`src/rtl/apb_ctrl_pkg.sv`:
```
// ----------------------------------------------------------------------------
// apb_ctrl_pkg
// Shared types and helpers for the round-robin APB master.
//   apb_state_e : transfer sequencing states (IDLE, SETUP, ACCESS)
//   APB_ADDR_W  : default PADDR width
//   APB_DATA_W  : default PWDATA/PRDATA width
//   rr_pick()   : index of the first set request bit at or after a pointer,
//                 searching upward with wrap-around
// ----------------------------------------------------------------------------
package apb_ctrl_pkg;

    localparam int APB_ADDR_W = 32;
    localparam int APB_DATA_W = 32;

    // rr_pick works on a fixed-width view so it can live in the package;
    // callers zero-extend their request vector and pass the real count.
    localparam int RR_MAX_REQ = 8;
    localparam int RR_IDX_W   = 3;

    typedef enum logic [1:0] {
        IDLE   = 2'd0,
        SETUP  = 2'd1,
        ACCESS = 2'd2
    } apb_state_e;

    // Returns the first set bit of req[n-1:0] at or after ptr, with wrap.
    // Returns 0 when no bit is set; callers qualify with |req.
    function automatic logic [RR_IDX_W-1:0] rr_pick(
        input logic [RR_MAX_REQ-1:0] req,
        input logic [RR_IDX_W-1:0]   ptr,
        input int                    n
    );
        logic [RR_IDX_W-1:0] pick;
        logic                found;
        int                  idx;
        pick  = '0;
        found = 1'b0;
        for (int i = 0; i < RR_MAX_REQ; i++) begin
            idx = (int'(ptr) + i) % n;
            if (!found && (i < n) && req[idx]) begin
                pick  = RR_IDX_W'(idx);
                found = 1'b1;
            end
        end
        return pick;
    endfunction

endpackage

```
`src/rtl/rr_arbiter.sv`:
```
// ----------------------------------------------------------------------------
// rr_arbiter
// Combinational round-robin arbiter. The priority pointer is owned by the
// caller, which advances it after each accepted grant.
//   i_req         : request vector, one bit per requester
//   i_rr_ptr      : index that currently has highest priority
//   o_grant       : one-hot grant (all zero when nothing is requested)
//   o_grant_idx   : binary index of the granted requester
//   o_grant_valid : at least one request is pending
// ----------------------------------------------------------------------------
module rr_arbiter
    import apb_ctrl_pkg::*;
#(
    parameter  int NUM_REQ = 4,
    localparam int IDX_W   = $clog2(NUM_REQ)
) (
    input  logic [NUM_REQ-1:0] i_req,
    input  logic [IDX_W-1:0]   i_rr_ptr,
    output logic [NUM_REQ-1:0] o_grant,
    output logic [IDX_W-1:0]   o_grant_idx,
    output logic               o_grant_valid
);

    logic [RR_IDX_W-1:0] w_pick;

    assign w_pick        = rr_pick(RR_MAX_REQ'(i_req), RR_IDX_W'(i_rr_ptr), NUM_REQ);
    assign o_grant_idx   = IDX_W'(w_pick);
    assign o_grant_valid = |i_req;

    always_comb begin
        // NOTE: assign a default before any conditional write in always_comb,
        // otherwise paths that skip the assignment infer a latch.
        o_grant = '0;
        if (o_grant_valid) begin
            o_grant[o_grant_idx] = 1'b1;
        end
    end

endmodule

```
`src/rtl/apb_rr_master.sv`:
```
// ----------------------------------------------------------------------------
// apb_rr_master
// Shares one APB bus among NUM_REQ requesters. Each requester posts a single
// read or write over valid/ready; the block arbitrates round-robin, runs the
// APB SETUP/ACCESS phases, waits for PREADY (bounded by TIMEOUT) and returns
// read data or a timeout error to the granted requester.
//   PCLK, PRESETn          : clock, synchronous active-low reset
//   req_valid/req_write    : per-requester request and direction (1 = write)
//   req_addr/req_wdata     : packed per-requester address and write data
//   req_ready              : one-hot accept, only while IDLE and out of reset
//   rsp_valid              : one-hot, one-cycle completion pulse
//   rsp_rdata/rsp_err      : shared response data / timeout flag
//   PADDR..PWDATA          : APB master outputs
//   PRDATA, PREADY         : APB slave responses
// ----------------------------------------------------------------------------
module apb_rr_master
    import apb_ctrl_pkg::*;
#(
    parameter int NUM_REQ = 4,
    parameter int ADDR_W  = APB_ADDR_W,
    parameter int DATA_W  = APB_DATA_W,
    parameter int TIMEOUT = 16
) (
    input  logic                      PCLK,
    input  logic                      PRESETn,
    input  logic [NUM_REQ-1:0]        req_valid,
    input  logic [NUM_REQ-1:0]        req_write,
    input  logic [NUM_REQ*ADDR_W-1:0] req_addr,
    input  logic [NUM_REQ*DATA_W-1:0] req_wdata,
    output logic [NUM_REQ-1:0]        req_ready,
    output logic [NUM_REQ-1:0]        rsp_valid,
    output logic [DATA_W-1:0]         rsp_rdata,
    output logic                      rsp_err,
    output logic [ADDR_W-1:0]         PADDR,
    output logic                      PSEL,
    output logic                      PENABLE,
    output logic                      PWRITE,
    output logic [DATA_W-1:0]         PWDATA,
    input  logic [DATA_W-1:0]         PRDATA,
    input  logic                      PREADY
);

    localparam int IDX_W = $clog2(NUM_REQ);
    localparam int CNT_W = (TIMEOUT > 0) ? $clog2(TIMEOUT + 1) : 1;
    // Abort when the current PREADY-low cycle would bring the count to TIMEOUT.
    localparam logic [CNT_W-1:0] CNT_LAST = (TIMEOUT > 0) ? CNT_W'(TIMEOUT - 1) : '0;

    apb_state_e          r_state;
    apb_state_e          w_state_nxt;
    logic                r_psel;
    logic                r_penable;
    logic                w_psel_nxt;
    logic                w_penable_nxt;

    logic [IDX_W-1:0]    r_rr_ptr;
    logic [IDX_W-1:0]    r_gidx;
    logic [CNT_W-1:0]    r_wait_cnt;
    logic [ADDR_W-1:0]   r_paddr;
    logic [DATA_W-1:0]   r_pwdata;
    logic                r_pwrite;
    logic [NUM_REQ-1:0]  r_rsp_valid;
    logic [DATA_W-1:0]   r_rsp_rdata;
    logic                r_rsp_err;

    logic [NUM_REQ-1:0]  w_grant;
    logic [IDX_W-1:0]    w_grant_idx;
    logic                w_grant_valid;
    logic                w_idle;
    logic                w_handshake;
    logic                w_done_ok;
    logic                w_timeout;

    rr_arbiter #(
        .NUM_REQ (NUM_REQ)
    ) u_arb (
        .i_req         (req_valid),
        .i_rr_ptr      (r_rr_ptr),
        .o_grant       (w_grant),
        .o_grant_idx   (w_grant_idx),
        .o_grant_valid (w_grant_valid)
    );

    // Acceptance is only offered while idle and out of reset, so a request
    // is never consumed on an edge that is about to reset the block.
    assign w_idle      = PRESETn && (r_state == IDLE);
    assign req_ready   = w_idle ? w_grant : '0;
    assign w_handshake = w_idle && w_grant_valid;
    assign w_done_ok   = (r_state == ACCESS) && PREADY;
    assign w_timeout   = (TIMEOUT != 0) && (r_state == ACCESS) && !PREADY
                         && (r_wait_cnt == CNT_LAST);

    // Next state plus next PSEL/PENABLE, so the bus strobes come straight
    // from flops rather than from a state decode.
    always_comb begin
        w_state_nxt   = r_state;
        w_psel_nxt    = 1'b0;
        w_penable_nxt = 1'b0;
        unique case (r_state)
            IDLE: begin
                if (w_grant_valid) begin
                    w_state_nxt = SETUP;
                    w_psel_nxt  = 1'b1;
                end
            end
            SETUP: begin
                w_state_nxt   = ACCESS;
                w_psel_nxt    = 1'b1;
                w_penable_nxt = 1'b1;
            end
            ACCESS: begin
                if (w_done_ok || w_timeout) begin
                    w_state_nxt = IDLE;
                end else begin
                    w_psel_nxt    = 1'b1;
                    w_penable_nxt = 1'b1;
                end
            end
            default: w_state_nxt = IDLE;
        endcase
    end

    always_ff @(posedge PCLK) begin
        // NOTE: sequential state uses non-blocking assignments so every flop
        // samples pre-edge values regardless of statement order.
        if (!PRESETn) begin
            r_state   <= IDLE;
            r_psel    <= 1'b0;
            r_penable <= 1'b0;
        end else begin
            r_state   <= w_state_nxt;
            r_psel    <= w_psel_nxt;
            r_penable <= w_penable_nxt;
        end
    end

    always_ff @(posedge PCLK) begin
        if (!PRESETn) begin
            r_rr_ptr    <= '0;
            r_gidx      <= '0;
            r_wait_cnt  <= '0;
            r_paddr     <= '0;
            r_pwdata    <= '0;
            r_pwrite    <= 1'b0;
            r_rsp_valid <= '0;
            r_rsp_rdata <= '0;
            r_rsp_err   <= 1'b0;
        end else begin
            r_rsp_valid <= '0;

            // Request fields are captured once and then held unchanged
            // through SETUP, ACCESS and the following idle period.
            if (w_handshake) begin
                r_paddr    <= req_addr[w_grant_idx*ADDR_W +: ADDR_W];
                r_pwdata   <= req_wdata[w_grant_idx*DATA_W +: DATA_W];
                r_pwrite   <= req_write[w_grant_idx];
                r_gidx     <= w_grant_idx;
                r_rr_ptr   <= (w_grant_idx == IDX_W'(NUM_REQ - 1)) ? '0
                                                                   : w_grant_idx + 1'b1;
                r_wait_cnt <= '0;
            end

            if ((r_state == ACCESS) && !PREADY) begin
                r_wait_cnt <= r_wait_cnt + 1'b1;
            end

            if (w_done_ok) begin
                r_rsp_valid <= NUM_REQ'(1) << r_gidx;
                r_rsp_rdata <= r_pwrite ? '0 : PRDATA;
                r_rsp_err   <= 1'b0;
            end else if (w_timeout) begin
                r_rsp_valid <= NUM_REQ'(1) << r_gidx;
                r_rsp_rdata <= '0;
                r_rsp_err   <= 1'b1;
            end
        end
    end

    assign PSEL      = r_psel;
    assign PENABLE   = r_penable;
    assign PADDR     = r_paddr;
    assign PWDATA    = r_pwdata;
    assign PWRITE    = r_pwrite;
    assign rsp_valid = r_rsp_valid;
    assign rsp_rdata = r_rsp_rdata;
    assign rsp_err   = r_rsp_err;

endmodule

```
`config.mk`:
```
export PLATFORM = sky130hd
export DESIGN_NAME = apb_rr_master
export DESIGN_NICKNAME = d
export VERILOG_FILES = /design/src/rtl/apb_ctrl_pkg.sv /design/src/rtl/rr_arbiter.sv /design/src/rtl/apb_rr_master.sv
export SDC_FILE = /design/constraint.sdc
export NUM_CORES = 1
export LEC_CHECK = 0
export CAP_MARGIN = 30
export CORE_MARGIN = 2
export CORE_UTILIZATION = 25
export DETAILED_ROUTE_END_ITERATION = 7
export DONT_BUFFER_PORTS = 1
export HOLD_SLACK_MARGIN = 0.03
export PLACE_DENSITY_LB_ADDON = 0.05
export SYNTH_ARGS = -nofsm -noshare
export SYNTH_HDL_FRONTEND = slang
export SYNTH_SLANG_ARGS = --single-unit
```
`constraint.sdc`:
```
create_clock -name PCLK -period 5.9 [get_ports PCLK]
set_input_delay 1.18 -clock PCLK [delete_from_list [all_inputs] [get_ports PCLK]]
set_output_delay 1.18 -clock PCLK [all_outputs]
set_load 0.05 [all_outputs]
```
==> impl_metrics.env, run 1 <==
export IMPL_startpoint="req_valid[0]"
export IMPL_place_area_um2=6518
export IMPL_syn_avg_cell_area_um2=8.556
export IMPL_core_area_um2=25040
export IMPL_worstPathRequired_ns=4.72
export IMPL_synth_top_cell_area_share_pct=36.36
export IMPL_worst_pin_slew_ns=0.8917
export IMPL_crit_type="in2out"
export IMPL_r2r_setup_slack_ns=3.06
export IMPL_numCtsBuffers=17
export IMPL_skew_ns=0.009990
export IMPL_die_area_um2=26610
export IMPL_hold_viol_final=0
export IMPL_layout_cells_non_filler=1037
export IMPL_grt_pass1_wl_um=34360
export IMPL_clk_pin_slew_ns=0.06
export IMPL_status="completed"
export IMPL_syn_area_um2=6331
export IMPL_timing_final_crit_share_pct=69.53
export IMPL_insertion_delay_ns=0.41
export IMPL_power_leakage_nw=2.605
export IMPL_rr_worst_depth=7
export IMPL_first_iter_violations=196
export IMPL_synth_edf_count=0
export IMPL_cts_setup_buffers=0
export IMPL_worstPathArrival_ns=2.92
export IMPL_grt_max_degree=131
export IMPL_drt_total_wl_um=24010
export IMPL_synthTopCellsByArea="dfxtp_1 36%, a211oi_1 15%, and3_1 13%"
export IMPL_max_freq_mhz=243.8
export IMPL_synth_warnings=0
export IMPL_finalSetupViolations=0
export IMPL_drive_gt1_share_pct=11.36
export IMPL_start_util_pct=25.29
export IMPL_hpwl_um=17240
export IMPL_cp_max_fo=62
export IMPL_grt_usage_pct=17.18
export IMPL_slew_headroom_pct=40.41
export IMPL_place_congestion=0.7638
export IMPL_hold_ws_ns=0.4640
export IMPL_grt_ovfl_total=0
export IMPL_synth_most_common_cell="and3_1"
export IMPL_rsz0062_at_grt="no"
export IMPL_power_density_nw_per_um2=444.8
export IMPL_ys_seq_elements=115
export IMPL_worstReg2RegStart="r_rr_ptr[0]$_SDFFE_PN0P_"
export IMPL_regToRegEndpoint="PADDR[30]$_SDFFE_PN0P_"
export IMPL_hp_class="reg2reg"
export IMPL_fin_area_um2=7111
export IMPL_fin_tns_setup_ns=0
export IMPL_synth_ff_type="dfxtp_1"
export IMPL_cts_resized=0
export IMPL_synthArstFlopShare_pct=0
export IMPL_htreeDepth=4
export IMPL_rows=58
export IMPL_cts_tree="done"
export IMPL_die_x_um=163.1
export IMPL_cts_sinks=115
export IMPL_vias=5605
export IMPL_clock_root_buffer="clkbuf_16"
export IMPL_antenna_found_initial=8
export IMPL_grt_pass1_vias=5580
export IMPL_clk_path_buf_depth=2
export IMPL_drc_errors=0
export IMPL_yosysSeqAreaShare_pct=36.36
export IMPL_area_growth_syn_to_layout_pct=12.31
export IMPL_syn_nets=1047
export IMPL_ys_top_cells_by_count="131 x and3_1, 124 x a211oi_1, 115 x dfxtp_1"
export IMPL_fin_crit_ns=4.102
export IMPL_fin_nets=998
export IMPL_cp_endpoint="req_ready[3]"
export IMPL_die_h_um=163.1
export IMPL_drv_slew=0
export IMPL_portBuffers=0
export IMPL_irDropWorstVdd_v=0.0001421
export IMPL_io_pins=407
export IMPL_syn_inst=740
export IMPL_dpl_cell_count=1001
export IMPL_yosys_area_top_type="dfxtp_1"
export IMPL_ant_nets=0
export IMPL_vias_per_cell=5.405
export IMPL_cp_start_kind="input pin"
export IMPL_hold_buffers=0
export IMPL_maxCapViolations=0
export IMPL_routedWlPerCell_um=23.16
export IMPL_netlist_cell_type_count=40
export IMPL_end_kind="output port"
export IMPL_dr_pass1_iters=4
-- state kept, by name (all words and copies together), names as in the netlist --
register,flops
PADDR,32
PWDATA,32
rsp_rdata,32
r_wait_cnt,5
rsp_valid,4
r_gidx,2
r_rr_ptr,2
r_state,2
PENABLE,1
PSEL,1
PWRITE,1
rsp_err,1
-- kinds of logic after synthesis --
family	after synthesis	synth area share, %
fa+ha+maj	8	1.581
mux	2	0.3162
compound gates	250	31.01
flops	115	36.36
simple gates	274	23.85
buf+inv	91	6.877
-- cell usage in the layout, fill, tap and decap left out, types with 4 or more instances in the layout --
master | synthesis | routed
o31ai_1 | 47 | 47
clkinv_4 | 1 | 4
inv_1 | 6 | 6
nand2_1 | 76 | 76
o21ai_0 | 10 | 10
clkinvlp_4 | 0 | 4
a21oi_1 | 5 | 5
nor3_1 | 4 | 4
clkbuf_16 | 0 | 17
dfxtp_1 | 115 | 115
clkinv_2 | 0 | 4
nor2b_1 | 39 | 39
ha_1 | 8 | 8
a211oi_2 | 6 | 6
and3_1 | 131 | 131
a22oi_1 | 32 | 32
a211oi_1 | 124 | 124
nor2_1 | 9 | 8
buf_4 | 2 | 12
o31ai_2 | 18 | 18
-- per-layer routing --
layer / vias up / GRT usage (%) / part of all wire [%]
li1: 2708 / - / -
met1: 2586 / 18.26 / 38
met2: 275 / 31.53 / 52
met3: 32 / 6.018 / 8.5
met4: 4 / 5.792 / 1.8
met5: - / 0 / 0.12
-- worst max-delay path: stages --
cell	delay (ns)
nor2b_1	0.13
or4b_4	0.51
and2_4	0.17
clkinv_4	0.33
ha_1	0.23
inv_1	0.04
nor2_1	0.11
buf_4	0.22
-- cell type report --
| type | instances | area [um2] |
|---|---|---|
| repair buffers | 15 | 160.2 |
| diodes | 3 | 7.507 |
| fillers | 2665 | 17930 |
| clock inverters | 15 | 132.6 |
| multi-input cells | 534 | 3635 |
| flip-flops and latches | 115 | 2302 |
| inverters | 8 | 35.03 |
| well taps | 330 | 412.9 |
| clock buffers | 17 | 425.4 |
-- metrics by stage --
step                worst slack (ns)  utilization, %  total power [mW]
finish                         1.798           28.40             3.163
global route                   1.671           28.39             3.339
CTS                            1.770           28.26             3.210
detailed placement             1.778           26.03             2.204
global placement               1.792           25.86             2.190
floorplan                      1.524               -             2.009
-- worst min-delay path by stage --
stage	startpoint	endpoint	slack [ns]	depth (start not counted)
floorplan	r_wait_cnt[3]$_SDFFE_PN0P_	r_wait_cnt[3]$_SDFFE_PN0P_	0.42	1
finish	r_wait_cnt[3]$_SDFFE_PN0P_	r_wait_cnt[3]$_SDFFE_PN0P_	0.46	1
detailed placement	r_wait_cnt[3]$_SDFFE_PN0P_	r_wait_cnt[3]$_SDFFE_PN0P_	0.45	1
global placement	r_wait_cnt[3]$_SDFFE_PN0P_	r_wait_cnt[3]$_SDFFE_PN0P_	0.43	1
CTS	r_wait_cnt[3]$_SDFFE_PN0P_	r_wait_cnt[3]$_SDFFE_PN0P_	0.46	1
global route	r_wait_cnt[3]$_SDFFE_PN0P_	r_wait_cnt[3]$_SDFFE_PN0P_	0.49	1
-- report_power, final --
part | internal, mW | switching (mW) | leakage [nW] | total, mW
Combinational | 0.280 | 0.491 | 1.40 | 0.771
Clock | 0.581 | 0.407 | 0.266 | 0.988
Sequential | 0.900 | 0.504 | 0.943 | 1.40
Total | 1.76 | 1.40 | 2.61 | 3.16
Note: power is estimated with default switching activity, not from simulation.
==> inputs of run 2 (changes only) <==
==> constraint.sdc (replaced) <==
create_clock -name PCLK -period 3.5 [get_ports PCLK]
set_input_delay 0.7 -clock PCLK [delete_from_list [all_inputs] [get_ports PCLK]]
set_output_delay 0.7 -clock PCLK [all_outputs]
set_load 0.05 [all_outputs]
==> impl_metrics.env, run 2 (synthesized netlist as in run 1, its figures left out) <==
export IMPL_antenna_found_initial=5
export IMPL_power_density_nw_per_um2=765.7
export IMPL_drive_gt1_share_pct=11.74
export IMPL_status="completed"
export IMPL_end_kind="output port"
export IMPL_fin_tns_setup_ns=0
export IMPL_grt_pass1_vias=5689
export IMPL_maxCapViolations=0
export IMPL_die_area_um2=26610
export IMPL_layout_common_cells="131 x and3_1, 124 x a211oi_1, 115 x dfxtp_1"
export IMPL_clk_path_buf_depth=2
export IMPL_power_leakage_nw=2.657
export IMPL_min_from="PRESETn"
export IMPL_worstPathArrival_ns=2.24
export IMPL_insertion_delay_ns=0.41
export IMPL_hpwl_um=17150
export IMPL_rows=58
export IMPL_whs_path_depth=1
export IMPL_r2r_setup_slack_ns=0.95
export IMPL_rr_worst_depth=7
export IMPL_place_congestion=0.7894
export IMPL_met1_usage_pct=18.23
export IMPL_die_x_um=163.1
export IMPL_die_h_um=163.1
export IMPL_irDropWorstVdd_v=0.0002813
export IMPL_timing_final_crit_share_pct=83.90
export IMPL_grt_busiest_layer="met2"
export IMPL_place_area_um2=6518
export IMPL_clk_pin_slew_ns=0.06
export IMPL_cts_tree="done"
export IMPL_first_iter_violations=248
export IMPL_worst_pin_slew_ns=0.8994
export IMPL_hold_end="rsp_rdata[9]$_SDFFE_PN0P_"
export IMPL_regToRegEndpoint="PADDR[12]$_SDFFE_PN0P_"
export IMPL_mostFrequentLayoutCell="and3_1"
export IMPL_report_power_total_mw=5.509
export IMPL_vias=5633
export IMPL_crit_type="reg2out"
export IMPL_place_ws_ns=0.5335
export IMPL_routedWlPerCell_um=23.32
export IMPL_fin_crit_ns=2.936
export IMPL_worstReg2RegStart="r_rr_ptr[0]$_SDFFE_PN0P_"
export IMPL_skew_ns=0.008723
export IMPL_ant_nets=0
export IMPL_cts_resized=0
export IMPL_setup_ws_ns=0.5636
export IMPL_numCtsBuffers=17
export IMPL_core_area_um2=25040
export IMPL_cp_max_fo=15
export IMPL_start_util_pct=25.29
export IMPL_cts_sinks=115
export IMPL_worstPathRequired_ns=2.80
export IMPL_portBuffers=0
export IMPL_hold_viol_final=0
export IMPL_htreeDepth=4
export IMPL_slew_headroom_pct=40.04
export IMPL_cts_setup_buffers=0
export IMPL_grt_ovfl_total=0
export IMPL_grt_pass1_wl_um=35030
export IMPL_dr_pass1_iters=4
export IMPL_drv_slew=0
export IMPL_drt_total_wl_um=24280
export IMPL_hold_buffers=0
export IMPL_grt_usage_pct=17.40
export IMPL_io_pins=407
export IMPL_rsz0062_at_grt="no"
export IMPL_cp_start_kind="register"
export IMPL_grtUsageMet2_pct=31.93
export IMPL_area_growth_syn_to_layout_pct=13.64
export IMPL_grt_use_met3_pct=6.780
export IMPL_max_freq_mhz=340.6
export IMPL_fin_area_um2=7194
export IMPL_hp_class="in2reg"
export IMPL_fin_nets=1001
export IMPL_finalSetupViolations=0
export IMPL_vias_per_cell=5.411
export IMPL_clock_root_buffer="clkbuf_16"
export IMPL_hold_ws_ns=0.4198
export IMPL_grt_max_degree=131
export IMPL_drc_errors=0
[run 2: layout make-up]
class,instances,area [um2]
Antenna cell,4,10.01
Clock buffer,17,425.4
Clock inverter,15,186.4
Fill cell,2696,17840
Inverter,8,35.03
Multi-Input combinational cell,534,3635
Sequential cell,115,2302
Tap cell,330,412.9
Timing Repair Buffer,18,187.7
[run 2: how the worst max path moves through the flow]
stage,from,endpoint,slack [ns],cells after the start
2_1_floorplan,req_valid[1],req_ready[0],0.08,7
3_3_place_gp,req_valid[0],req_ready[3],0.63,8
3_5_place_dp,req_valid[0],PADDR[26]$_SDFFE_PN0P_,0.53,7
4_1_cts,r_rr_ptr[0]$_SDFFE_PN0P_,req_ready[3],0.50,8
5_1_grt,r_rr_ptr[0]$_SDFFE_PN0P_,req_ready[3],0.41,8
6_report,r_rr_ptr[0]$_SDFFE_PN0P_,req_ready[3],0.56,8
[run 2: worst max-delay path, cell delays in order (launching register included)]
cell      delay [ns]
dfxtp_1         0.39
nor2b_1         0.09
or4b_4          0.52
and2_4          0.17
clkinv_4        0.13
ha_1            0.17
inv_1           0.04
nor2_1          0.11
buf_4           0.21
[run 2: per-stage QoR]
stage,utilization [%],cells
2_1_floorplan,-,740
6_report,28.74,1041
4_1_cts,28.48,1035
3_5_place_dp,26.03,1003
3_3_place_gp,26.03,1003
5_1_grt,28.73,1040
[run 2: where the power goes]
part	switching (mW)	internal, mW	leakage [nW]
Clock	0.745	1.09	0.297
Sequential	0.846	1.52	0.943
Combinational	0.825	0.488	1.42
Total	2.42	3.09	2.66
[run 2: layer usage]
layer	vias to the layer above	routed length, um
li1	2707	-
met1	2642	9043
met2	264	12810
met3	18	2121
met4	2	289
met5	-	13
